## src/rtl/instr_reg_arbiter_if.sv

```systemverilog
// Bus between the two instruction requesters, the instruction register and
// its consumer. The slave modport is the arbiter's view; the master modport
// is the view of the surrounding environment that drives requests and reads.
interface instr_reg_arbiter_if #(
  parameter int OPC_W = 4,
  parameter int OP_W  = 32,
  parameter int AW    = 5
);
  logic                   req0;
  logic [OPC_W-1:0]       opc0;
  logic signed [OP_W-1:0] op_a0;
  logic signed [OP_W-1:0] op_b0;
  logic                   gnt0;

  logic                   req1;
  logic [OPC_W-1:0]       opc1;
  logic signed [OP_W-1:0] op_a1;
  logic signed [OP_W-1:0] op_b1;
  logic                   gnt1;

  logic                   load_en;
  logic [AW-1:0]          write_pointer;
  logic [OPC_W-1:0]       opcode;
  logic signed [OP_W-1:0] operand_a;
  logic signed [OP_W-1:0] operand_b;

  logic [AW-1:0]          read_pointer;
  logic                   rd_valid;
  logic                   rd_ready;
  logic [AW:0]            count;
  logic                   full;
  logic                   empty;

  modport slave (
    input  req0, opc0, op_a0, op_b0,
    input  req1, opc1, op_a1, op_b1,
    input  rd_ready,
    output gnt0, gnt1,
    output load_en, write_pointer, opcode, operand_a, operand_b,
    output read_pointer, rd_valid, count, full, empty
  );

  modport master (
    output req0, opc0, op_a0, op_b0,
    output req1, opc1, op_a1, op_b1,
    output rd_ready,
    input  gnt0, gnt1,
    input  load_en, write_pointer, opcode, operand_a, operand_b,
    input  read_pointer, rd_valid, count, full, empty
  );
endinterface

```

## src/rtl/instr_reg_arbiter.sv

```systemverilog
// Front-end controller for the 32-entry instruction register. Two requesters
// share the register's write port under round-robin arbitration, and the
// register is treated as a circular queue drained by one valid/ready consumer.
module instr_reg_arbiter #(
  parameter int OPC_W = 4,
  parameter int OP_W  = 32,
  parameter int DEPTH = 32,
  parameter int AW    = 5
) (
  input logic               clk,
  input logic               reset,
  instr_reg_arbiter_if.slave bus
);

  // Which requester wins when both ask in the same cycle.
  typedef enum logic {
    PRI_REQ0 = 1'b0,
    PRI_REQ1 = 1'b1
  } priority_t;

  priority_t     prio;
  logic [AW-1:0] wr_ptr;
  logic [AW-1:0] rd_ptr;
  logic [AW:0]   count_q;

  logic full;
  logic empty;
  logic gnt0;
  logic gnt1;
  logic load;
  logic fire;

  assign full  = (count_q == (AW+1)'(DEPTH));
  assign empty = (count_q == '0);
  assign load  = gnt0 | gnt1;
  assign fire  = !empty && bus.rd_ready;

  // Grant decision: nothing while full or in reset, a lone requester always
  // wins, and a tie goes to whoever currently holds priority.
  always_comb begin
    gnt0 = 1'b0;
    gnt1 = 1'b0;
    if (!reset && !full) begin
      if (bus.req0 && bus.req1) begin
        if (prio == PRI_REQ0) gnt0 = 1'b1;
        else                  gnt1 = 1'b1;
      end else if (bus.req0) begin
        gnt0 = 1'b1;
      end else if (bus.req1) begin
        gnt1 = 1'b1;
      end
    end
  end

  // Steer the granted requester's instruction onto the write port; zeros when idle.
  always_comb begin
    bus.opcode    = '0;
    bus.operand_a = '0;
    bus.operand_b = '0;
    if (gnt0) begin
      bus.opcode    = bus.opc0;
      bus.operand_a = bus.op_a0;
      bus.operand_b = bus.op_b0;
    end else if (gnt1) begin
      bus.opcode    = bus.opc1;
      bus.operand_a = bus.op_a1;
      bus.operand_b = bus.op_b1;
    end
  end

  // Pointer, occupancy and priority bookkeeping; a simultaneous write and
  // read leave the occupancy untouched.
  always_ff @(posedge clk) begin
    if (reset) begin
      wr_ptr  <= '0;
      rd_ptr  <= '0;
      count_q <= '0;
      prio    <= PRI_REQ0;
    end else begin
      if (load) begin
        wr_ptr <= wr_ptr + AW'(1);
        prio   <= gnt0 ? PRI_REQ1 : PRI_REQ0;
      end
      if (fire) begin
        rd_ptr <= rd_ptr + AW'(1);
      end
      if (load && !fire) begin
        count_q <= count_q + (AW+1)'(1);
      end else if (fire && !load) begin
        count_q <= count_q - (AW+1)'(1);
      end
    end
  end

  assign bus.gnt0          = gnt0;
  assign bus.gnt1          = gnt1;
  assign bus.load_en       = load;
  assign bus.write_pointer = wr_ptr;
  assign bus.read_pointer  = rd_ptr;
  assign bus.rd_valid      = !empty;
  assign bus.count         = count_q;
  assign bus.full          = full;
  assign bus.empty         = empty;

endmodule

```

## src/flat_wrapper.sv

```systemverilog
// flat-port wrapper written by rule: the top's interface ports become plain ports
module instr_reg_arbiter_flat 
#(
  parameter int OPC_W = 4,
  parameter int OP_W  = 32,
  parameter int DEPTH = 32,
  parameter int AW    = 5
)
  (clk, reset, bus_req0, bus_opc0, bus_op_a0, bus_op_b0, bus_req1, bus_opc1, bus_op_a1, bus_op_b1, bus_rd_ready, bus_gnt0, bus_gnt1, bus_load_en, bus_write_pointer, bus_opcode, bus_operand_a, bus_operand_b, bus_read_pointer, bus_rd_valid, bus_count, bus_full, bus_empty);
  instr_reg_arbiter_if #(.OPC_W(OPC_W), .OP_W(OP_W), .AW(AW)) bus_i ();
  input logic clk;
  input logic reset;
  input wire logic [$bits(bus_i.req0)-1:0] bus_req0;
  input wire logic [$bits(bus_i.opc0)-1:0] bus_opc0;
  input wire logic [$bits(bus_i.op_a0)-1:0] bus_op_a0;
  input wire logic [$bits(bus_i.op_b0)-1:0] bus_op_b0;
  input wire logic [$bits(bus_i.req1)-1:0] bus_req1;
  input wire logic [$bits(bus_i.opc1)-1:0] bus_opc1;
  input wire logic [$bits(bus_i.op_a1)-1:0] bus_op_a1;
  input wire logic [$bits(bus_i.op_b1)-1:0] bus_op_b1;
  input wire logic [$bits(bus_i.rd_ready)-1:0] bus_rd_ready;
  output wire logic [$bits(bus_i.gnt0)-1:0] bus_gnt0;
  output wire logic [$bits(bus_i.gnt1)-1:0] bus_gnt1;
  output wire logic [$bits(bus_i.load_en)-1:0] bus_load_en;
  output wire logic [$bits(bus_i.write_pointer)-1:0] bus_write_pointer;
  output wire logic [$bits(bus_i.opcode)-1:0] bus_opcode;
  output wire logic [$bits(bus_i.operand_a)-1:0] bus_operand_a;
  output wire logic [$bits(bus_i.operand_b)-1:0] bus_operand_b;
  output wire logic [$bits(bus_i.read_pointer)-1:0] bus_read_pointer;
  output wire logic [$bits(bus_i.rd_valid)-1:0] bus_rd_valid;
  output wire logic [$bits(bus_i.count)-1:0] bus_count;
  output wire logic [$bits(bus_i.full)-1:0] bus_full;
  output wire logic [$bits(bus_i.empty)-1:0] bus_empty;
  assign bus_i.req0 = bus_req0;
  assign bus_i.opc0 = bus_opc0;
  assign bus_i.op_a0 = bus_op_a0;
  assign bus_i.op_b0 = bus_op_b0;
  assign bus_i.req1 = bus_req1;
  assign bus_i.opc1 = bus_opc1;
  assign bus_i.op_a1 = bus_op_a1;
  assign bus_i.op_b1 = bus_op_b1;
  assign bus_i.rd_ready = bus_rd_ready;
  assign bus_gnt0 = bus_i.gnt0;
  assign bus_gnt1 = bus_i.gnt1;
  assign bus_load_en = bus_i.load_en;
  assign bus_write_pointer = bus_i.write_pointer;
  assign bus_opcode = bus_i.opcode;
  assign bus_operand_a = bus_i.operand_a;
  assign bus_operand_b = bus_i.operand_b;
  assign bus_read_pointer = bus_i.read_pointer;
  assign bus_rd_valid = bus_i.rd_valid;
  assign bus_count = bus_i.count;
  assign bus_full = bus_i.full;
  assign bus_empty = bus_i.empty;
  instr_reg_arbiter #(.OPC_W(OPC_W), .OP_W(OP_W), .DEPTH(DEPTH), .AW(AW)) u_core (.clk(clk), .reset(reset), .bus(bus_i));
endmodule
```

## config.mk

```make
export PLATFORM = sky130hd
export DESIGN_NAME = instr_reg_arbiter_flat
export DESIGN_NICKNAME = d
export VERILOG_FILES = /design/src/rtl/instr_reg_arbiter_if.sv /design/src/rtl/instr_reg_arbiter.sv /design/src/flat_wrapper.sv
export SDC_FILE = /design/constraint.sdc
export NUM_CORES = 1
export LEC_CHECK = 0
export ABC_AREA = 1
export BUFFER_PORTS_ARGS = -buffer_cell sky130_fd_sc_hd__clkbuf_2
export CAP_MARGIN = 20
export CORE_AREA = 3 3 88 90
export DETAILED_ROUTE_END_ITERATION = 6
export DIE_AREA = 0 0 91 93
export PLACE_DENSITY = 0.64
export SLEW_MARGIN = 20
export SYNTH_ARGS = -nofsm -noshare
export SYNTH_HDL_FRONTEND = slang
export SYNTH_SLANG_ARGS = --single-unit
```

## constraint.sdc

```tcl
create_clock -name clk -period 5.4 [get_ports clk]
set_input_delay 0.54 -clock clk [delete_from_list [all_inputs] [get_ports clk]]
set_output_delay 0.54 -clock clk [all_outputs]
set_load 0.01 [all_outputs]
```

# Word level (Yosys, flattened, before mapping)
# Index checks and enable logic that the tools add are counted.
word_totals:
  regBits: 17
  inputBits: 141
  out_inout_bits: 90
classes:
  reduce_logical: 12
  eq_ne: 1
  addsub: 4
  n_mux: 18
  bitwise: 1
ops:
  columns: ["operator", "count"]
  rows:
  - ["$mux W32", 4]
  - ["$mux W6", 2]
  - ["$add A5 B1 Y5 const B", 2]
  - ["$mux W1", 10]
  - ["$mux W4", 2]
  - ["$add A6 B1 Y6 const B", 1]
  - ["$eq A6 B6 Y1 const B", 1]
  - ["$logic_not A6 Y1", 1]
  - ["$sub A6 B1 Y6 const B", 1]
  - ["$logic_and A1 B1 Y1", 5]
  - ["$logic_not A1 Y1", 5]
  - ["$reduce_bool A2 Y1", 1]
  - ["$or A1 B1 Y1", 1]

# Logic depth before layout (Yosys ltp)
logic_depth:
  ltp_word: 9
  mapped_depth: 16
  ltp_nobuf: 16

# Least setup slack after synthesis
# No wires, ideal clock.
synth_timing:
  kind: "in2reg"
  startpoint: "input bus_req1"
  endpoint: "register u_core.count_q[5], in the netlist u_core.bus.count[5]"
  arrival_time_ns: 2.342
  setup_slack_ns: 2.949
  stages: 13
  t_required_ns: 5.291
  setup_ns: 0.109
  n_path_buf: 0
  cell_sequence: "a21boi_2 nand3_4 nand2_1 ha_1 inv_1 ha_1 or2_2 nand3b_1 nand2_1 nand2_1 nand3_1 nand2_1 inv_1"
synth_between:
  elab_chain_len: 8
  elab_cells_between_ends: 13
  classes_between: "mux: 7; bitwise: 1; reduce/logical: 5"
synth_lines:
  columns: ["element", "line", "source"]
  rows:
  - ["start, declared", "flat_wrapper.sv:17", "input wire logic [$bits(bus_i.req1)-1:0] bus_req1;"]
  - ["$mux W1", "instr_reg_arbiter.sv:49", "end else if (bus.req1) begin"]
  - ["$mux W1", "instr_reg_arbiter.sv:47", "end else if (bus.req0) begin"]
  - ["$mux W1", "instr_reg_arbiter.sv:44", "if (bus.req0 && bus.req1) begin"]
  - ["$mux W1", "instr_reg_arbiter.sv:43", "if (!reset && !full) begin"]
  - ["$or A1 B1 Y1 *", "instr_reg_arbiter.sv:35", "assign load = gnt0 | gnt1;"]
  - ["named net bus_load_en", "flat_wrapper.sv:24", "output wire logic [$bits(bus_i.load_en)-1:0] bus_load_en;"]
  - ["$logic_not A1 Y1", "instr_reg_arbiter.sv:89", "end else if (fire && !load) begin"]
  - ["$logic_and A1 B1 Y1", "instr_reg_arbiter.sv:89", null]
  - ["$reduce_bool A2 Y1 (no line)", null, null]
  - ["end signal, assigned", "instr_reg_arbiter.sv:88", "count_q <= count_q + (AW+1)'(1);"]
  - ["end signal, assigned", "instr_reg_arbiter.sv:90", "count_q <= count_q - (AW+1)'(1);"]
  - ["end, declared", "instr_reg_arbiter.sv:24", "logic [AW:0] count_q;"]
# The timed path passes the listed nets; every way through them passes the cells marked *.
# A chain may end at the register's enable or synchronous reset.

# Worst setup path in the final report
layout_timing:
  startpoint: "register u_core.count_q[0], in the netlist u_core.bus.count[0]"
  endpoint: "output bus_operand_b[3]"
layout_between:
  elab_chain_len: 6
  elab_cells_between_ends: 7
  classes_between: "eq/ne: 1; mux: 4; reduce/logical: 2"
layout_lines:
  columns: ["element", "line", "source"]
  rows:
  - ["$eq A6 B6 Y1 *", "instr_reg_arbiter.sv:33", "assign full = (count_q == (AW+1)'(DEPTH));"]
  - ["$logic_not A1 Y1 *", "instr_reg_arbiter.sv:43", null]
  - ["$logic_and A1 B1 Y1 *", "instr_reg_arbiter.sv:43", null]
  - ["$mux W1", "instr_reg_arbiter.sv:43", null]
  - ["$mux W32", "instr_reg_arbiter.sv:64", "end else if (gnt1) begin"]
  - ["$mux W32 *", "instr_reg_arbiter.sv:60", "if (gnt0) begin"]
  - ["end, declared", "flat_wrapper.sv:28", "output wire logic [$bits(bus_i.operand_b)-1:0] bus_operand_b;"]
# Mark *: on every way between the ends. The rest lies on a longest branch, timed or not.

==> summary.md <==
| Metric | Value |
|---|---|
| Power per cell area | 292 nW/µm² |
| Pint | 0.000457 W |
| Total global-route track usage | a little under a fifth |
| Site Rows | 31 |
| Register area | 340 µm² |
| Sequential group share of total power | 22.2% |
| Gate count after technology mapping | 350 |
| Sequential fraction of the synthesis area | 18.1% |
| Number of primary I/O pins | 231 |
| Final HPWL from detailed placement | 7.11 mm |
| Setup repair after global routing missed its margin | false |
| Number of buffers inserted for hold repair after clock tree synthesis | 0 |
| TritonCTS sink count | 17 |
| Setup Total Neg Slack | 0 ps |
| Main combinational cell family by area after synthesis | simple AND/OR/NAND/NOR gates |
| Hold violation count in the final report | 0 |
| Setup Crit Path Kind | reg2out |
| Clock skew after layout | between 1 and 1.5 ps |
| Area of combinational cells with multiple inputs | 1380 µm² |
| Global-route wire length before repair | 12.8 mm |
| Final GP Congestion | 0.805 |
| Pre-Repair DR Iteration Count | 4 |
| Htree depth | 1 |
| Clock latency reported for the late side of the worst-skew pair | 250 ps |
| Leak pwr | 2.05 nW |
| RR Endpoint | u_core.bus.count[5] |
| Overall die area | 8460 µm² |
| Class of the most critical hold timing path | reg2reg |
| Total Routed Length | 8.52 mm |
| Adder-cell area share of the yosys netlist | under 10% |
| Clock Tree Buf Depth | 2 |
| YS warnings | 0 |
| Net count after synthesis | 499 |
| Diodes inserted | 0 |
| Fin. max-slew vios | 0 |
| Synth Area per Inst | 5.37 µm² |
| Endpoint class of the critical path | primary output |
| Final clock period utilization by the worst path | 53.1% |
| Synth Area in XOR/XNOR | roughly 3.7% |
| Core Region | 7140 µm² |
| Status | finished clean |
| Slew margin rel. | around two fifths |
| Multiplexer fraction of the synthesized cell area | 0% |
| Post-layout instance count excluding filler cells | 668 |
| Maximum resistive drop on vdd | 289 µV |
| Count of max-cap constraint violations | 0 |
| Total congestion overflow after global routing | 0 |
| Simple-gate share of the synthesized area | 57.1% |
| Fmax | 349 MHz |
| # resized after CTS | 0 |
| Via count | 2851 |
| Worst reg-to-reg setup slack | 2830 ps |
| Critical path launch point type | flip-flop |
| Area of the mapped netlist | about 1900 µm² |
| Synthesized-area fraction occupied by ao, oa, aoi and oai cells | around 6.7% |
| Startpoint of the lowest-slack register-to-register path | u_core.bus.count[0] |
| Total placed cells including tap cells | 664 |
| Signed area change from the synthesized netlist to the final layout | 65.1% |
| Number of distinct standard cells referenced by the synthesized netlist | 24 |
| Maximum number of pins on one net before global-route repair | 70 |
| Routed via count divided by cell count | 4.27 |
| Port bufs | 230 |
| Routed wire length per instance | about 13 µm |
| Antenna viol nets, final | 0 |
| Final setup violation count | 0 |
| Part of the power in the clock network | 10.5% |
| Part of the power in combinational logic | 67.3% |
| Arrival time reported for the critical path endpoint | 2330 ps |
| Cells on Worst Hold Path | 2 |
| Drt first-iter violations | 86 |
| Synthesized flop and latch total | 17 |
| Number of fillers in the final layout | between 800 and 900 |
| Hold endpoint | u_core.bus.read_pointer[4] |
| Fin nets | 719 |
| Worst-path fanout max | about 70 |
| Clock edge transition at the registers on the reported setup and hold paths | 70 ps |
| Net switching power | 0.000449 W |
| Crit path time final | 2870 ps |
| Cell at the root of the clock tree | clkbuf_8 |
| Starting utilization of the core area | 26.3% |
| Switching share of total power | 49.6% |
| Cells on worst reg2reg path | 14 |
| Required arrival time at the worst endpoint | 4860 ps |
| Number of remaining DRC errors | 0 |
| Post-CTS Setup Repair Bufs | 0 |
| Height of the die | 93 µm |
| Total clock buffers created by CTS | 3 |
| Slew at the pin with the worst max-slew slack | 894 ps |
| Proportion of layout cells with a drive suffix above 1 | 43.6% |
| Number of global-route vias before repair | 2519 |
| Origin of the worst min-delay path | u_core.bus.read_pointer[4] |
| Die Wd | a little over 90 µm |
| Initial antenna violation count | 0 |
| Clock tree from TritonCTS | built |
==> flip-flops by register name, summed over array words and instances, names as in the netlist <==
name,cells
u_core.bus.write_pointer,5
u_core.bus.count,6
u_core.bus.read_pointer,5
u_core.prio,1
==> cell families after synthesis <==
family	after synthesis
and+or+nand+nor	263
AOI/OAI and AO/OA	22
adders and majority gates	8
buffers and inverters	32
DFF	17
xor gates and xnor gates	8
==> routing by layer <==
metal	up-vias	part of all wire [%]	GRT usage (%)
met5	-	0	0
met4	0	0.34	1.51
met3	5	10	5.15
met2	117	44	27.5
met1	1220	46	26.4
li1	1509	-	-
==> Yosys cell counts <==
cell type	instances	area (µm²)
a21boi_2	2	22.5
a21oi_1	14	70.1
buf_2	10	50.1
buf_6	4	45.0
clkbuf_1	1	3.75
dfxtp_1	17	340
fa_1	1	20.0
ha_1	7	87.6
inv_1	12	45.0
inv_2	5	18.8
nand2_1	228	856
nand2_2	1	6.26
nand3_1	14	70.1
nand3_4	3	52.6
nand3b_1	2	15.0
nand4_1	1	6.26
nor2_1	10	37.5
nor2_2	2	12.5
nor2_4	1	11.3
o211ai_1	1	7.51
o21ai_0	5	25.0
or2_2	1	6.26
xnor2_1	4	35.0
xor2_1	4	35.0
==> power groups by stage <==
| stage | Clock (W) | Sequential, W | Combinational, W |
|---|---|---|---|
| after floorplan | 0 | 0.000209 | 0.000380 |
| after global placement | 0 | 0.000205 | 0.000608 |
| after detailed placement | 0 | 0.000203 | 0.000610 |
| after CTS | 0.0000962 | 0.000201 | 0.000614 |
| after global routing | 0.000101 | 0.000206 | 0.000686 |
| final | 0.0000953 | 0.000201 | 0.000609 |
==> how the worst max path moves through the flow <==
stage	cells past startpoint	slack, ps	to	from
6_report	7	2530	bus_operand_b[3]	u_core.bus.count[0]
4_1_cts	7	2520	bus_operand_b[9]	reset
5_1_grt	7	2270	bus_operand_b[7]	u_core.bus.count[0]
3_3_place_gp	7	2570	bus_operand_b[7]	reset
3_5_place_dp	7	2520	bus_operand_b[7]	reset
2_1_floorplan	13	2950	u_core.bus.count[5]	bus_req1
==> critical path, cell delays in order (launching register included) <==
cell,delay (ps)
dfxtp_1,390
nor2_2,200
nand3_4,130
nand3_4,120
clkinv_2,670
nand2_1,300
nand2_1,110
clkbuf_2,140
==> through the flow <==
stage / utilization, % / power [W] / area [µm²] / setup WS [ps] / hold WS [ps]
floorplan: - / 0.000589 / 1880 / 2950 / 481
global placement: 42.8 / 0.000814 / 3060 / 2570 / 487
detailed placement: 42.8 / 0.000814 / 3060 / 2520 / 491
CTS: 43.4 / 0.000910 / 3100 / 2520 / 501
global route: 43.5 / 0.000993 / 3100 / 2270 / 523
finish: 43.5 / 0.000905 / 3100 / 2530 / 498
==> layout by cell type (no fill, tap or decap) <==
cell type	count
clkinv_2	2
a21boi_2	2
nand3_1	14
nor2_1	10
or2_2	1
inv_2	3
o211ai_1	1
xor2_1	4
nor2_4	1
nand3_4	3
inv_1	12
dfxtp_1	17
nand2_1	228
clkbuf_8	3
clkbuf_2	230
fa_1	1
a21oi_1	14
o21ai_0	5
nand2_2	1
ha_1	7
clkbuf_1	1
nand4_1	1
nand3b_1	2
nor2_2	2
xnor2_1	4
==> cell type report <==
cell class,count,area share [%]
repair buffers,230,37.1
multi-input cells,301,44.4
clock buffers,4,1.45
inverters,17,2.14
flip-flops and latches,17,11.0
well taps,99,3.99
Power figures use the tool's default switching activity.
